$ cat src/rtl/pid_pkg.sv
// Shared definitions for the PID loop sequencer: FSM states, default sizes
// and status bit positions used by the register-block readback.
package pid_pkg;

    localparam int DW_DEF      = 32;
    localparam int TW_DEF      = 32;
    localparam int TIMEOUT_DEF = 64;

    localparam int STAT_OVERRUN = 0;
    localparam int STAT_TIMEOUT = 1;

    typedef enum logic [1:0] {
        ST_IDLE      = 2'd0,
        ST_WAIT_TICK = 2'd1,
        ST_LAUNCH    = 2'd2,
        ST_WAIT_CMP  = 2'd3
    } pid_state_e;

endpackage

$ cat src/rtl/pid_ref_ramp.sv
// Next-reference function: steps ref_cur toward target_ref by at most
// ramp_step, landing exactly on the target without overshoot or wrap.
module pid_ref_ramp
    import pid_pkg::*;
#(
    parameter int DW = DW_DEF
) (
    input  logic [DW-1:0] ref_cur,
    input  logic [DW-1:0] target_ref,
    input  logic [DW-1:0] ramp_step,
    output logic [DW-1:0] ref_nxt
);

    // Distance is computed in the non-negative direction only, so the
    // +/- step below can never cross the target or wrap.
    always_comb begin
        ref_nxt = target_ref;
        if (ramp_step != '0) begin
            if (target_ref >= ref_cur) begin
                if ((target_ref - ref_cur) > ramp_step) begin
                    ref_nxt = ref_cur + ramp_step;
                end
            end else begin
                if ((ref_cur - target_ref) > ramp_step) begin
                    ref_nxt = ref_cur - ramp_step;
                end
            end
        end
    end

endmodule

$ cat src/rtl/pid_loop_sequencer.sv
// Sample-rate sequencer around one PID core: ticks, ramps the reference,
// launches the core, publishes its result and flags overruns and hangs.
module pid_loop_sequencer
    import pid_pkg::*;
#(
    parameter int DW      = DW_DEF,
    parameter int TW      = TW_DEF,
    parameter int TIMEOUT = TIMEOUT_DEF
) (
    input  logic          clk,
    input  logic          reset_n,
    input  logic          loop_en,
    input  logic [TW-1:0] period,
    input  logic [DW-1:0] target_ref,
    input  logic [DW-1:0] ramp_step,
    input  logic [DW-1:0] fdb_in,
    input  logic          clr_status,
    output logic [DW-1:0] core_ref,
    output logic [DW-1:0] core_fdb,
    output logic          core_en,
    input  logic          core_cmp,
    input  logic [DW-1:0] core_out,
    output logic [DW-1:0] ctrl_out,
    output logic          ctrl_valid,
    output logic          busy,
    output logic [DW-1:0] ref_cur,
    output logic          overrun_sticky,
    output logic          timeout_sticky,
    output pid_state_e    state_dbg
);

    localparam int TOW = $clog2(TIMEOUT + 1);

    pid_state_e    state;
    pid_state_e    state_nxt;
    logic [TW-1:0] tick_cnt;
    logic [TW-1:0] period_eff;
    logic          tick;
    logic [TOW-1:0] to_cnt;
    logic          to_expire;
    logic          overrun_set;
    logic          timeout_set;
    logic [DW-1:0] ref_nxt;

    // Periods below 2 would leave no cycle for the count to advance.
    assign period_eff = (period < TW'(2)) ? TW'(2) : period;
    assign tick       = loop_en && (tick_cnt == (period_eff - TW'(1)));

    always_ff @(posedge clk or negedge reset_n) begin
        if (!reset_n) begin
            tick_cnt <= '0;
        end else if (!loop_en || tick) begin
            tick_cnt <= '0;
        end else begin
            tick_cnt <= tick_cnt + TW'(1);
        end
    end

    pid_ref_ramp #(.DW(DW)) u_ramp (
        .ref_cur    (ref_cur),
        .target_ref (target_ref),
        .ramp_step  (ramp_step),
        .ref_nxt    (ref_nxt)
    );

    assign to_expire = (to_cnt == TOW'(TIMEOUT - 1));

    always_ff @(posedge clk or negedge reset_n) begin
        if (!reset_n) begin
            state <= ST_IDLE;
        end else begin
            state <= state_nxt;
        end
    end

    // Valid/ready contract with the core: core_en is a single-cycle request,
    // core_cmp is accepted only in WAIT_CMP and completion beats the timeout.
    always_comb begin
        state_nxt = state;
        core_en   = 1'b0;
        busy      = 1'b0;
        if (!loop_en) begin
            state_nxt = ST_IDLE;
        end else begin
            case (state)
                ST_IDLE:      state_nxt = ST_WAIT_TICK;
                ST_WAIT_TICK: if (tick) state_nxt = ST_LAUNCH;
                ST_LAUNCH: begin
                    core_en   = 1'b1;
                    state_nxt = ST_WAIT_CMP;
                end
                ST_WAIT_CMP:  if (core_cmp || to_expire) state_nxt = ST_WAIT_TICK;
                default:      state_nxt = ST_IDLE;
            endcase
        end
        if (state == ST_LAUNCH || state == ST_WAIT_CMP) begin
            busy = 1'b1;
        end
    end

    assign state_dbg = state;

    always_ff @(posedge clk or negedge reset_n) begin
        if (!reset_n) begin
            to_cnt <= '0;
        end else if (state == ST_LAUNCH) begin
            to_cnt <= '0;
        end else if (state == ST_WAIT_CMP && !to_expire) begin
            to_cnt <= to_cnt + TOW'(1);
        end
    end

    always_ff @(posedge clk or negedge reset_n) begin
        if (!reset_n) begin
            ref_cur    <= '0;
            core_ref   <= '0;
            core_fdb   <= '0;
            ctrl_out   <= '0;
            ctrl_valid <= 1'b0;
        end else begin
            ctrl_valid <= 1'b0;
            if (!loop_en) begin
                ctrl_out <= '0;
            end else begin
                case (state)
                    ST_IDLE: ref_cur <= fdb_in;
                    ST_WAIT_TICK: begin
                        if (tick) begin
                            core_fdb <= fdb_in;
                            ref_cur  <= ref_nxt;
                            core_ref <= ref_nxt;
                        end
                    end
                    ST_WAIT_CMP: begin
                        if (core_cmp) begin
                            ctrl_out   <= core_out;
                            ctrl_valid <= 1'b1;
                        end
                    end
                    default: ;
                endcase
            end
        end
    end

    assign overrun_set = tick && (state != ST_WAIT_TICK);
    assign timeout_set = loop_en && (state == ST_WAIT_CMP) && !core_cmp && to_expire;

    always_ff @(posedge clk or negedge reset_n) begin
        if (!reset_n) begin
            overrun_sticky <= 1'b0;
            timeout_sticky <= 1'b0;
        end else begin
            if (overrun_set) begin
                overrun_sticky <= 1'b1;
            end else if (clr_status) begin
                overrun_sticky <= 1'b0;
            end
            if (timeout_set) begin
                timeout_sticky <= 1'b1;
            end else if (clr_status) begin
                timeout_sticky <= 1'b0;
            end
        end
    end

endmodule

$ cat config.mk
export PLATFORM = sky130hd
export DESIGN_NAME = pid_loop_sequencer
export DESIGN_NICKNAME = d
export VERILOG_FILES = /design/src/rtl/pid_pkg.sv /design/src/rtl/pid_ref_ramp.sv /design/src/rtl/pid_loop_sequencer.sv
export SDC_FILE = /design/constraint.sdc
export NUM_CORES = 1
export LEC_CHECK = 0
export CAP_MARGIN = 20
export CORE_MARGIN = 2
export CORE_UTILIZATION = 25
export CTS_BUF_LIST = sky130_fd_sc_hd__clkbuf_8
export DETAILED_ROUTE_END_ITERATION = 6
export PLACE_DENSITY = 0.54
export SLEW_MARGIN = 5
export SYNTH_ARGS = -nofsm -noshare
export SYNTH_HDL_FRONTEND = slang
export SYNTH_SLANG_ARGS = --single-unit
$ cat constraint.sdc
create_clock -name clk -period 11.9 [get_ports clk]
set_input_delay 1.19 -clock clk [delete_from_list [all_inputs] [get_ports clk]]
set_output_delay 1.19 -clock clk [all_outputs]
set_load 0.01 [all_outputs]
==> results.py <==
metrics = {
    "routing": {
        "wl_per_cell_um": 22.6,
        "drt-initial-drc-count": 1243,
        "dr.pass1.iters": 6,
        "drc": 0,
        "vias": 16800,
        "via_per_inst": 5.32,
        "wl_mm": 71.3,
        "ant_nets": 0,
    },
    "synthesis": {
        "yosysTopAreaCell": "dfrtp_1",
        "postSynthAreaPerCell_um2": 8.37,
        "yosysSeqAreaShare_pct": 25.4,
        "syn_area_mm2": 0.0170,
        "ys.warnings.count": 0,
        "synth_nets": 2392,
        "synthArstFlopShare_pct": 100,
        "yosysMostFrequentCell": "ha_1",
        "synth-edff-count": 0,
        "ys_seq_elements": 172,
        "synthCells": 2027,
        "synth_top_area_share_pct": 25.4,
        "synth_common_cells": "ha_1, nor2_1, dfrtp_1",
        "ys.flop_type": "dfrtp_1",
        "synth_cell_type_count": 88,
        "synth_area_leaders": "dfrtp_1, ha_1, a21oi_1",
    },
    "timing": {
        "min_period_ps": 8220,
        "slew_headroom_pct": 26.2,
        "fmax_mhz": 122,
        "worst_pin_slew_ps": 1110,
        "slew_violations": 0,
        "whs_ps": 488,
        "skew_ps": 30.3,
        "hold_viol": 0,
        "setup_viol": 0,
        "fin_ws_ps": 3680,
        "rsz0062_at_grt": "false",
        "fin_crit_sh_pct": 69.1,
        "tns_ps": 0,
    },
    "floorplan": {
        "die_area_mm2": 0.0699,
        "num_rows": 95,
        "ios": 300,
        "fp.dieW_um": 264,
        "coreArea_mm2": 0.0672,
        "start_util_pct": 25.2,
        "dieHeight_um": 264,
    },
    "power_and_ir_drop": {
        "netSwitchingFraction_pct": 55.0,
        "p_int_w": 0.00223,
        "p_seq_share_pct": 16.5,
        "power_frac_clock_pct": 9.6,
        "power_density_mw_per_mm2": 233,
        "p_sw_w": 0.00272,
        "power_frac_comb_pct": 73.9,
        "p_leak_nw": 9.49,
        "ir_worst_vdd_mv": 0.109,
    },
    "clock_network": {
        "clk_pin_slew_ps": 110,
        "cts-hold-fix-buffers": 0,
        "cts_setup_buffers": 0,
        "clockBufferDepth": 2,
        "cts_tree": "yes",
        "cts_buffers": 17,
        "cts_max_level": 4,
        "cts_root_buffer": "clkbuf_8",
        "worstSkewPairLatency_ps": 510,
        "postCtsResizedCells": 0,
        "clock_sinks": 172,
    },
    "worst_setup_path": {
        "cp_top_family": "compound AO/OA/AOI/OAI gates",
        "cpPeakStageDelay_ps": 820,
        "cp.required_ps": 12340,
        "worstSetupPathType": "input pin to flip-flop",
        "rrSetupSlack_ps": 4340,
        "cp-start-kind": "input pin",
        "path_buf_inv": 3,
        "critPathMaxFanout": 27,
        "critPathCaptureType": "flip-flop",
        "arrival_ps": 8660,
        "cp_slowest_cell": "o21ai_4",
    },
    "placement": {
        "gp_congestion": 0.975,
        "place_ws_ps": 3240,
        "portBuffers": 299,
        "place_hpwl_mm": 57.7,
    },
    "run_status": {
        "status": "completed",
    },
    "grt": {
        "grt_pass1_wl_mm": 106,
        "grt_pass1_vias": 16800,
        "groute.usage.overall_pct": 19.9,
        "grt-ovfl-total": 0,
        "grt_start_max_net_pins": 62,
        "antenna_found_initial": 1,
    },
    "layout": {
        "syn_to_final_growth_pct": 25.6,
        "fin_nets": 2635,
        "nFillCells": 7034,
        "layout-drive-gt1-share_pct": 4.07,
    },
    "worst_hold_path": {
        "hold_path_class": "flip-flop to flip-flop",
    },
    "run": {
        "max-cap-violations": 0,
    },
}
## sequential cells by signal (all words and copies together), names as in the netlist, 2 cells and up
register   cells
ctrl_out      32
state_dbg      2
core_fdb      32
core_ref      32
tick_cnt      32
to_cnt         7
ref_cur       32
## routing by layer
metal	global-route usage, %	part of all wire [%]	wire length, um	vias up
li1	-	-	-	7863
met3	3.00	5.4	3830	87
met1	26.9	46	32700	8272
met2	32.6	46	32800	577
met5	0	0	0	-
met4	6.00	2.7	1950	0
## power by group through the flow
stage	Combinational (W)	Sequential, W	Clock [W]
2_1_floorplan	0.00241	0.000769	0
3_3_place_gp	0.00356	0.000829	0
3_5_place_dp	0.00359	0.000827	0
4_1_cts	0.00361	0.000816	0.000496
5_1_grt	0.00399	0.000828	0.000517
6_report	0.00366	0.000819	0.000474
## worst paths after layout
| path | startpoint | end | cells after the start |
|---|---|---|---|
| setup / recovery | target_ref[0] | ref_cur[26]$_DFFE_PN0P_ | 25 |
| setup reg to reg | ref_cur[0]$_DFFE_PN0P_ | ref_cur[26]$_DFFE_PN0P_ | 23 |
| hold reg to reg | core_ref[13]$_DFFE_PN0P_ | core_ref[13]$_DFFE_PN0P_ | 1 |
| max in group asynchronous | reset_n | core_fdb[8]$_DFFE_PN0P_ | 3 |
| hold / removal | core_ref[13]$_DFFE_PN0P_ | core_ref[13]$_DFFE_PN0P_ | 1 |
| min in group asynchronous | reset_n | state_dbg[1]$_DFFE_PN0P_ | 1 |
## area by class of cell
cell class / instances / area [um2] / area share, %
antenna: 1 / 2.50 / 0.0118
clock buffer: 17 / 234 / 1.10
clock inverter: 15 / 219 / 1.03
inverter: 163 / 612 / 2.87
multi-input combinational: 1604 / 11700 / 55.1
sequential: 172 / 4300 / 20.2
tap: 873 / 1090 / 5.13
timing repair buffer: 312 / 3100 / 14.6
## per-stage QoR
| step | total power, W | instance area (um2) | cells | util (%) |
|---|---|---|---|---|
| 2_1_floorplan | 0.00318 | 17000 | 2027 | - |
| 3_3_place_gp | 0.00439 | 20800 | 3122 | 31.0 |
| 3_5_place_dp | 0.00442 | 20800 | 3124 | 31.0 |
| 4_1_cts | 0.00493 | 21300 | 3156 | 31.7 |
| 5_1_grt | 0.00533 | 21300 | 3156 | 31.7 |
| 6_report | 0.00495 | 21300 | 3157 | 31.7 |
## kinds of logic after synthesis
kind of cell	Yosys count	synth area share (%)
fa+ha+maj	200	14.9
mux	77	4.92
compound gates	599	24.1
xor+xnor	145	7.49
flops	172	25.4
simple gates	583	17.3
buf+inv	251	5.81
## cell usage in the layout (no fill, tap or decap), types with 26 or more instances in the layout
cell type / n
a21oi_1: 155
o21ai_0: 85
a21o_1: 62
dfrtp_1: 172
nor3_1: 32
nand4_1: 47
mux2i_1: 26
xor2_1: 58
xnor2_1: 87
a22o_1: 40
clkdlybuf4s50_1: 298
nor2_1: 183
nand2_1: 120
nand3_1: 39
ha_1: 195
o21bai_1: 26
mux2_1: 46
inv_1: 162
Note: power is estimated with default switching activity, not from simulation.
